==> src/rtl/stopwatch_render_pkg.sv <==
// Shared types for the stopwatch renderer: segment bit order, 7-segment table,
// cell kinds and converter states.
package stopwatch_render_pkg;

    typedef logic [6:0] seg_t;

    localparam int SEG_A = 6;
    localparam int SEG_B = 5;
    localparam int SEG_C = 4;
    localparam int SEG_D = 3;
    localparam int SEG_E = 2;
    localparam int SEG_F = 1;
    localparam int SEG_G = 0;

    // Bit order {a,b,c,d,e,f,g}
    localparam seg_t SEG_TABLE [10] = '{
        7'b1111110, 7'b0110000, 7'b1101101, 7'b1111001, 7'b0110011,
        7'b1011011, 7'b1011111, 7'b1110000, 7'b1111111, 7'b1111011
    };

    typedef enum logic [1:0] {CELL_DIGIT, CELL_SEP, CELL_GAP, CELL_NONE} cell_kind_t;

    typedef enum logic [1:0] {ST_IDLE, ST_CONVERT, ST_COMMIT} conv_state_t;

    function automatic seg_t seg_encode(input logic [3:0] digit);
        seg_t s;
        s = '0;
        if (digit < 4'd10) s = SEG_TABLE[digit];
        return s;
    endfunction

endpackage

==> src/rtl/seg7_glyph.sv <==
// Combinational 7-segment glyph: is local pixel (x,y) of a digit cell lit for this digit?
module seg7_glyph
    import stopwatch_render_pkg::*;
#(
    parameter int SEG_W   = 4,
    parameter int DIGIT_W = 40,
    parameter int DIGIT_H = 80
) (
    input  logic [3:0]  digit,
    input  logic [15:0] x,
    input  logic [15:0] y,
    output logic        lit
);

    int   xi;
    int   yi;
    logic upper;
    seg_t on;

    always_comb begin
        xi    = int'(x);
        yi    = int'(y);
        upper = (yi < DIGIT_H / 2);
        on    = seg_encode(digit);
        lit   = (on[SEG_A] && (yi < SEG_W))
             || (on[SEG_D] && (yi >= DIGIT_H - SEG_W))
             || (on[SEG_G] && (yi >= DIGIT_H / 2 - SEG_W / 2)
                           && (yi <  DIGIT_H / 2 + SEG_W - SEG_W / 2))
             || (on[SEG_F] && (xi < SEG_W) && upper)
             || (on[SEG_E] && (xi < SEG_W) && !upper)
             || (on[SEG_B] && (xi >= DIGIT_W - SEG_W) && upper)
             || (on[SEG_C] && (xi >= DIGIT_W - SEG_W) && !upper);
    end

endmodule

==> src/rtl/stopwatch_renderer.sv <==
// Stopwatch time overlay: per-frame snapshot with sequential BCD conversion and a
// 2-stage pixel pipeline that draws 7-segment digits and blinking separators.
module stopwatch_renderer
    import stopwatch_render_pkg::*;
#(
    parameter int         X0           = 125,
    parameter int         Y0           = 200,
    parameter int         DIGIT_W      = 40,
    parameter int         DIGIT_H      = 80,
    parameter int         SEG_W        = 4,
    parameter int         GAP          = 4,
    parameter int         COLON_W      = 10,
    parameter int         MS_DIGITS    = 3,
    parameter logic [2:0] COLOR        = 3'b010,
    parameter int         BLINK_FRAMES = 30
) (
    input  logic        clk,
    input  logic        rst_n,
    input  logic        enable,
    input  logic        blink_en,
    input  logic        frame_start,
    input  logic [3:0]  hours,
    input  logic [5:0]  minutes,
    input  logic [5:0]  seconds,
    input  logic [9:0]  milliseconds,
    input  logic        pixel_valid,
    input  logic [15:0] row,
    input  logic [15:0] column,
    output logic        r,
    output logic        g,
    output logic        b,
    output logic        busy
);

    localparam int NCELLS    = 8 + MS_DIGITS;
    localparam int BOX_W     = (5 + MS_DIGITS) * DIGIT_W + 3 * COLON_W + (7 + MS_DIGITS) * GAP;
    localparam int BLINK_MOD = 2 * BLINK_FRAMES;
    localparam int BW        = (BLINK_MOD > 1) ? $clog2(BLINK_MOD) : 1;

    conv_state_t state, state_next;
    logic [3:0]  hr_sh, min_tens, sec_tens, ms_hund, ms_tens;
    logic [3:0]  min_tens_n, sec_tens_n, ms_hund_n, ms_tens_n;
    logic [5:0]  min_rem, sec_rem, min_rem_n, sec_rem_n;
    logic [9:0]  ms_rem, ms_rem_n;
    logic [3:0]  disp [8];
    logic [BW-1:0] blink_cnt;

    // One subtraction step per field per cycle; leave CONVERT on the step that finishes.
    always_comb begin
        state_next = state;
        ms_rem_n   = ms_rem;
        ms_hund_n  = ms_hund;
        ms_tens_n  = ms_tens;
        min_rem_n  = min_rem;
        min_tens_n = min_tens;
        sec_rem_n  = sec_rem;
        sec_tens_n = sec_tens;
        case (state)
            ST_IDLE: if (frame_start) state_next = ST_CONVERT;
            ST_CONVERT: begin
                if (ms_rem >= 10'd100) begin
                    ms_rem_n  = ms_rem - 10'd100;
                    ms_hund_n = ms_hund + 4'd1;
                end else if (ms_rem >= 10'd10) begin
                    ms_rem_n  = ms_rem - 10'd10;
                    ms_tens_n = ms_tens + 4'd1;
                end
                if (min_rem >= 6'd10) begin
                    min_rem_n  = min_rem - 6'd10;
                    min_tens_n = min_tens + 4'd1;
                end
                if (sec_rem >= 6'd10) begin
                    sec_rem_n  = sec_rem - 6'd10;
                    sec_tens_n = sec_tens + 4'd1;
                end
                if ((ms_rem_n < 10'd10) && (min_rem_n < 6'd10) && (sec_rem_n < 6'd10))
                    state_next = ST_COMMIT;
            end
            ST_COMMIT: state_next = ST_IDLE;
            default:   state_next = ST_IDLE;
        endcase
    end

    always_ff @(posedge clk) begin
        if (!rst_n) begin
            state    <= ST_IDLE;
            hr_sh    <= '0;
            min_rem  <= '0;
            sec_rem  <= '0;
            ms_rem   <= '0;
            min_tens <= '0;
            sec_tens <= '0;
            ms_hund  <= '0;
            ms_tens  <= '0;
            for (int i = 0; i < 8; i++) disp[i] <= '0;
        end else begin
            state <= state_next;
            case (state)
                ST_IDLE: if (frame_start) begin
                    hr_sh    <= (hours > 4'd9) ? 4'd9 : hours;
                    min_rem  <= (minutes > 6'd59) ? 6'd59 : minutes;
                    sec_rem  <= (seconds > 6'd59) ? 6'd59 : seconds;
                    ms_rem   <= (milliseconds > 10'd999) ? 10'd999 : milliseconds;
                    min_tens <= '0;
                    sec_tens <= '0;
                    ms_hund  <= '0;
                    ms_tens  <= '0;
                end
                ST_CONVERT: begin
                    min_rem  <= min_rem_n;
                    sec_rem  <= sec_rem_n;
                    ms_rem   <= ms_rem_n;
                    min_tens <= min_tens_n;
                    sec_tens <= sec_tens_n;
                    ms_hund  <= ms_hund_n;
                    ms_tens  <= ms_tens_n;
                end
                ST_COMMIT: begin
                    disp[0] <= hr_sh;
                    disp[1] <= min_tens;
                    disp[2] <= min_rem[3:0];
                    disp[3] <= sec_tens;
                    disp[4] <= sec_rem[3:0];
                    disp[5] <= ms_hund;
                    disp[6] <= ms_tens;
                    disp[7] <= ms_rem[3:0];
                end
                default: ;
            endcase
        end
    end

    assign busy = (state != ST_IDLE);

    always_ff @(posedge clk) begin
        if (!rst_n)
            blink_cnt <= '0;
        else if (frame_start)
            blink_cnt <= (blink_cnt == BW'(BLINK_MOD - 1)) ? '0 : blink_cnt + 1'b1;
    end

    cell_kind_t  kind_c, s1_kind;
    logic [2:0]  idx_c, s1_idx;
    logic [15:0] x_c, y_c, s1_x, s1_y;
    logic        s1_act;

    // Stage 1: locate the cell under the pixel; digit cells are numbered left to right.
    always_comb begin
        int col_i, row_i, pos, w, dig;
        kind_c = CELL_NONE;
        idx_c  = '0;
        x_c    = '0;
        y_c    = '0;
        col_i  = int'(column);
        row_i  = int'(row);
        pos    = X0;
        dig    = 0;
        w      = 0;
        if ((row_i >= Y0) && (row_i < Y0 + DIGIT_H) && (col_i >= X0) && (col_i < X0 + BOX_W)) begin
            kind_c = CELL_GAP;
            y_c    = 16'(row_i - Y0);
            for (int i = 0; i < NCELLS; i++) begin
                if (i == 1 || i == 4 || i == 7) begin
                    w = COLON_W;
                    if (col_i >= pos && col_i < pos + w) begin
                        kind_c = CELL_SEP;
                        x_c    = 16'(col_i - pos);
                    end
                end else begin
                    w = DIGIT_W;
                    if (col_i >= pos && col_i < pos + w) begin
                        kind_c = CELL_DIGIT;
                        idx_c  = 3'(dig);
                        x_c    = 16'(col_i - pos);
                    end
                    dig = dig + 1;
                end
                pos = pos + w + GAP;
            end
        end
    end

    always_ff @(posedge clk) begin
        if (!rst_n) begin
            s1_kind <= CELL_NONE;
            s1_idx  <= '0;
            s1_x    <= '0;
            s1_y    <= '0;
            s1_act  <= 1'b0;
        end else begin
            s1_kind <= kind_c;
            s1_idx  <= idx_c;
            s1_x    <= x_c;
            s1_y    <= y_c;
            s1_act  <= enable && pixel_valid;
        end
    end

    logic [3:0] glyph_digit;
    logic       glyph_lit, dot_lit, sep_on, pix_lit;
    int         s1_yi;

    assign glyph_digit = disp[s1_idx];

    seg7_glyph #(
        .SEG_W   (SEG_W),
        .DIGIT_W (DIGIT_W),
        .DIGIT_H (DIGIT_H)
    ) u_glyph (
        .digit (glyph_digit),
        .x     (s1_x),
        .y     (s1_y),
        .lit   (glyph_lit)
    );

    // Stage 2: glyph/dot decode, then register the colour.
    always_comb begin
        s1_yi   = int'(s1_y);
        dot_lit = ((s1_yi >= DIGIT_H / 4) && (s1_yi < DIGIT_H / 4 + COLON_W))
               || ((s1_yi >= 3 * DIGIT_H / 4 - COLON_W) && (s1_yi < 3 * DIGIT_H / 4));
        sep_on  = !blink_en || (blink_cnt < BW'(BLINK_FRAMES));
        pix_lit = 1'b0;
        if (s1_act) begin
            case (s1_kind)
                CELL_DIGIT: pix_lit = glyph_lit;
                CELL_SEP:   pix_lit = dot_lit && sep_on;
                default:    pix_lit = 1'b0;
            endcase
        end
    end

    always_ff @(posedge clk) begin
        if (!rst_n)
            {r, g, b} <= 3'b000;
        else
            {r, g, b} <= pix_lit ? COLOR : 3'b000;
    end

endmodule

==> config.mk <==
export PLATFORM = sky130hd
export DESIGN_NAME = stopwatch_renderer
export DESIGN_NICKNAME = d
export VERILOG_FILES = /design/src/rtl/stopwatch_render_pkg.sv /design/src/rtl/seg7_glyph.sv /design/src/rtl/stopwatch_renderer.sv
export SDC_FILE = /design/constraint.sdc
export NUM_CORES = 1
export LEC_CHECK = 0
export ABC_CLOCK_PERIOD_IN_PS = 4650
export BUFFER_PORTS_ARGS = -buffer_cell sky130_fd_sc_hd__buf_2
export CAP_MARGIN = 25
export CORE_ASPECT_RATIO = 0.7
export CORE_MARGIN = 2
export CORE_UTILIZATION = 60
export DETAILED_ROUTE_END_ITERATION = 12
export HOLD_SLACK_MARGIN = 0.15
export PLACE_DENSITY = 0.81
export SETUP_SLACK_MARGIN = 0.02
export SYNTH_ARGS = -nofsm -noshare
export SYNTH_HDL_FRONTEND = slang
export SYNTH_SLANG_ARGS = --single-unit
==> constraint.sdc <==
create_clock -name clk -period 4.65 [get_ports clk]
set_input_delay 0.465 -clock clk [delete_from_list [all_inputs] [get_ports clk]]
set_output_delay 0.465 -clock clk [all_outputs]
set_load 0.01 [all_outputs]
==> summary by stage <==
Detailed routing
The final wirelength is 24700 µm. The detail-routed net length per standard cell is 20.2 µm. Using the TritonRoute via totals, the vias-per-cell ratio works out to 6.68.

The remaining number of nets flagged by the antenna check after routing is 0. The first detailed-routing pass ran for 8 iterations. The number of design-rule violations left by the first detailed-router iteration is 1318. In the routed design, unresolved DRC markers number 0.

Detailed routing inserted a total of 8171 vias.

Timing
The highest attainable clock frequency is 0.309 GHz. The number of pins with negative max-slew slack in the final report is 0. Adding up every negative setup slack in the final design gives 0 ns. The tightest hold path in the finished design has a slack of 0.286 ns. The share of the clock period used by the worst path after layout is 69.7%.

The transition at the pin with the smallest max-transition slack is 1.07 ns. Subtracting the final worst setup slack from the clock period gives 3.24 ns. The worst max-slew margin expressed relative to the limit is 28.4%. Setup repair after global routing left no endpoint under its margin. The clock tree skew after final layout is 0.00659 ns. The setup violation total in the final timing report is 0. The count of final hold-check violations is 0.

Placement
The count of input and output buffers is 65. The HPWL reported at the end of detailed placement is 17600 µm. The global placement routability congestion is 1.09. The number of cells after detailed placement is 1191.

Synth
In the synthesized netlist the dominant register cell turns out to be sky130_fd_sc_hd__dfxtp_1. Yosys printed 0 warnings. The largest area contributor in the netlist is sky130_fd_sc_hd__dfxtp_1. Sorting the synthesized cells by area gives the leading types as sky130_fd_sc_hd__dfxtp_1 21%, sky130_fd_sc_hd__edfxtp_1 12%, sky130_fd_sc_hd__nor2_1 5.7%. In this run the mean area of a mapped cell was 8.13 µm². Counting distinct cell types in the post-synthesis netlist gives 93. The share of synthesized area in the top cell type comes to 21.3%.

In this run, synthesis inferred 32 flip-flops with an integrated enable. The number of synthesized register bits is 118. Synthesis handed over a netlist of 996 instances.

In the synthesized netlist the async set-or-reset flop fraction comes to 0%. Sequential cells were found to cover 33.1% of the synthesized design area. In this run the cell area of the synthesized design comes to 8090 µm².

Global route
The first-pass GRT wire length is 38400 µm. The met2 track demand over resource is 43.6%. The initial antenna violation count is 0.

The layer flagged by global routing as most heavily used is met1. Global routing consumed, over all layers together, 34.6% of the routing resources. Entering global routing, the biggest net connects 39 pins. The met3 track demand over resource is 13.4%.

The total overflow left after global routing is 0. The via count of the first global-routing pass was 7124. Global routing consumed, on the met1 layer, 53.8% of the routing resources.

Floorplan
The floorplan step defined a core boundary enclosing 13200 µm². For this configuration, the core starts out at a cell density of 61.4%. The vertical die dimension is 101 µm.

The count of boundary I/O pins is 68. The number of placement rows is 35. The die area is 14400 µm². The horizontal die dimension is 143 µm.

Clocking
The maximum level of the CTS H-tree is 4. The clock sink count is 118. Gates resized during post-CTS repair numbered 0.

Hold repair after CTS inserted 0 buffers. TritonCTS built the clock tree. Buffers added to address setup during post-CTS repair amount to 0. No sink is reached through more buffers than the 2 on the longest clock path.

The total clock buffers created by CTS is 17. The clock-pin slew on the worst setup and hold paths is 0.06 ns. The tree is rooted in a sky130_fd_sc_hd__clkbuf_16.

Clock latency on the worst-skew pair, taken at its later pin, is 0.41 ns.

Pwr
Power spread over the standard cell area amounts to 332 nW/µm². The worst-case IR drop observed on VDD is 0.292 mV. The reported leakage power is 3.54 nW.

Hold path
The worst hold-check path type is in -> reg.

Cells and area
The number of diodes is 0. Excluding fillers, the count of instances in the completed layout stands at 1224. The number of nets in the finished design is 1123. The layout-stage area growth over the synthesis result is 11.3%. The total of fill cells in the finished design is 1071. In the final layout, the share of cells above drive strength 1 is 14.1%.

Run
The reported max-cap violation count is 0.

Worst setup path
The largest fanout on the critical path is 9. In this run the register-to-register setup slack is 1.41 ns. The critical path in this run is classified as reg -> reg.

The category of the worst setup path capture point is a flop. Data on the critical path is required at its endpoint by 4.93 ns. The worst endpoint data arrival time is 3.52 ns. The startpoint class of the critical path is a flop.

Status
The run finished with clean final reports.
## kinds of logic after synthesis
group	synth area share (%)
xor gates and xnor gates	2.81
adders and majority gates	5.10
and+or+nand+nor	25.8
other	0.0463
DFF	33.1
AOI/OAI and AO/OA	24.3
muxes	3.73
buffers and inverters	5.01
## flip-flops by register name, indices dropped and copies added (netlist names), 6 cells and up, named ones only
name,flops
min_rem,6
ms_rem,10
s1_x,14
s1_y,15
sec_rem,6
disp,32
blink_cnt,6
## area by class of cell
cell class	count	area, µm²	share of cell area, %
timing repair buffer	73	390	4.33
sequential	118	2680	29.8
multi-input combinational	788	5020	55.7
clock inverter	15	154	1.71
clock buffer	17	425	4.72
tap	185	231	2.57
inverter	28	105	1.17
## stage by stage
step	area (µm²)	utilization (%)	setup WS (ns)	power, mW
after floorplan	8100	-	1.20	1.55
after global placement	8410	63.8	1.41	1.69
after detailed placement	8420	63.9	1.38	1.70
after CTS	9000	68.3	1.51	2.97
after global routing	9010	68.3	1.29	3.10
final	9010	68.3	1.41	2.99
## routing by layer
layer	wire length, µm	vias up
met4	474	2
met3	3660	69
met2	9320	551
met5	41	-
met1	11200	3788
li1	-	3761
## final timing paths
path	startpoint	to	cells past startpoint
worst min register to register	hr_sh[3]	hr_sh[3]	2
worst max register to register	ms_rem[2]	state[0]	10
worst max-delay path	ms_rem[2]	state[0]	10
worst min-delay path	row[3]	s1_y[3]	2
## cell usage after synthesis, drive strengths merged, types with 12 or more instances
library cell  instances
edfxtp               32
a21oi                87
o21ai                61
mux2i                14
nor3                 27
and2                 30
xor2                 17
nand4                17
dfxtp                86
o22ai                12
nand2                96
ha                   33
nor4                 12
nand3                20
nor2                126
clkbuf               34
nand2b               13
or3                  14
buf                  29
a31oi                14
inv                  26
## critical path, cell delays in order, from the launching register on
cell                       delay (ns)
sky130_fd_sc_hd__dfxtp_1         0.40
sky130_fd_sc_hd__inv_1           0.22
sky130_fd_sc_hd__ha_1            0.24
sky130_fd_sc_hd__nand2b_1        0.15
sky130_fd_sc_hd__o21ba_2         0.28
sky130_fd_sc_hd__nor2_1          0.51
sky130_fd_sc_hd__a22oi_1         0.30
sky130_fd_sc_hd__a2111o_1        0.48
sky130_fd_sc_hd__a211oi_1        0.29
sky130_fd_sc_hd__a21o_1          0.17
sky130_fd_sc_hd__a21oi_1         0.06
## report_power, final
part           internal [mW]  switching, mW  total (mW)
clock                  0.789          0.488        1.28
sequential              1.10         0.0544        1.15
combinational          0.199          0.363       0.562
total                   2.09          0.905        2.99
## cells in the final DEF (no fill, tap or decap), drive strengths merged, types with 6 or more instances in the layout
cell type and count:
nor2 126, nor3 27, o211ai 7, nor2b 10, nand2 96, or3 14, nand3b 7, nand3 20
o22ai 12, a21oi 87, mux2i 14, a22oi 6, nand4 17, o21ai 61, xor2 17, clkinv 9
clkbuf 17, a31oi 14, nor4 12, a211oi 10, inv 29, a311oi 8, nand2b 13, buf 73
xnor2 9, or4 6, nor3b 7, and2 30, a21o 10, a2111oi 6, edfxtp 32, ha 33
o221ai 10, dfxtp 86
Power figures use the tool's default switching activity.
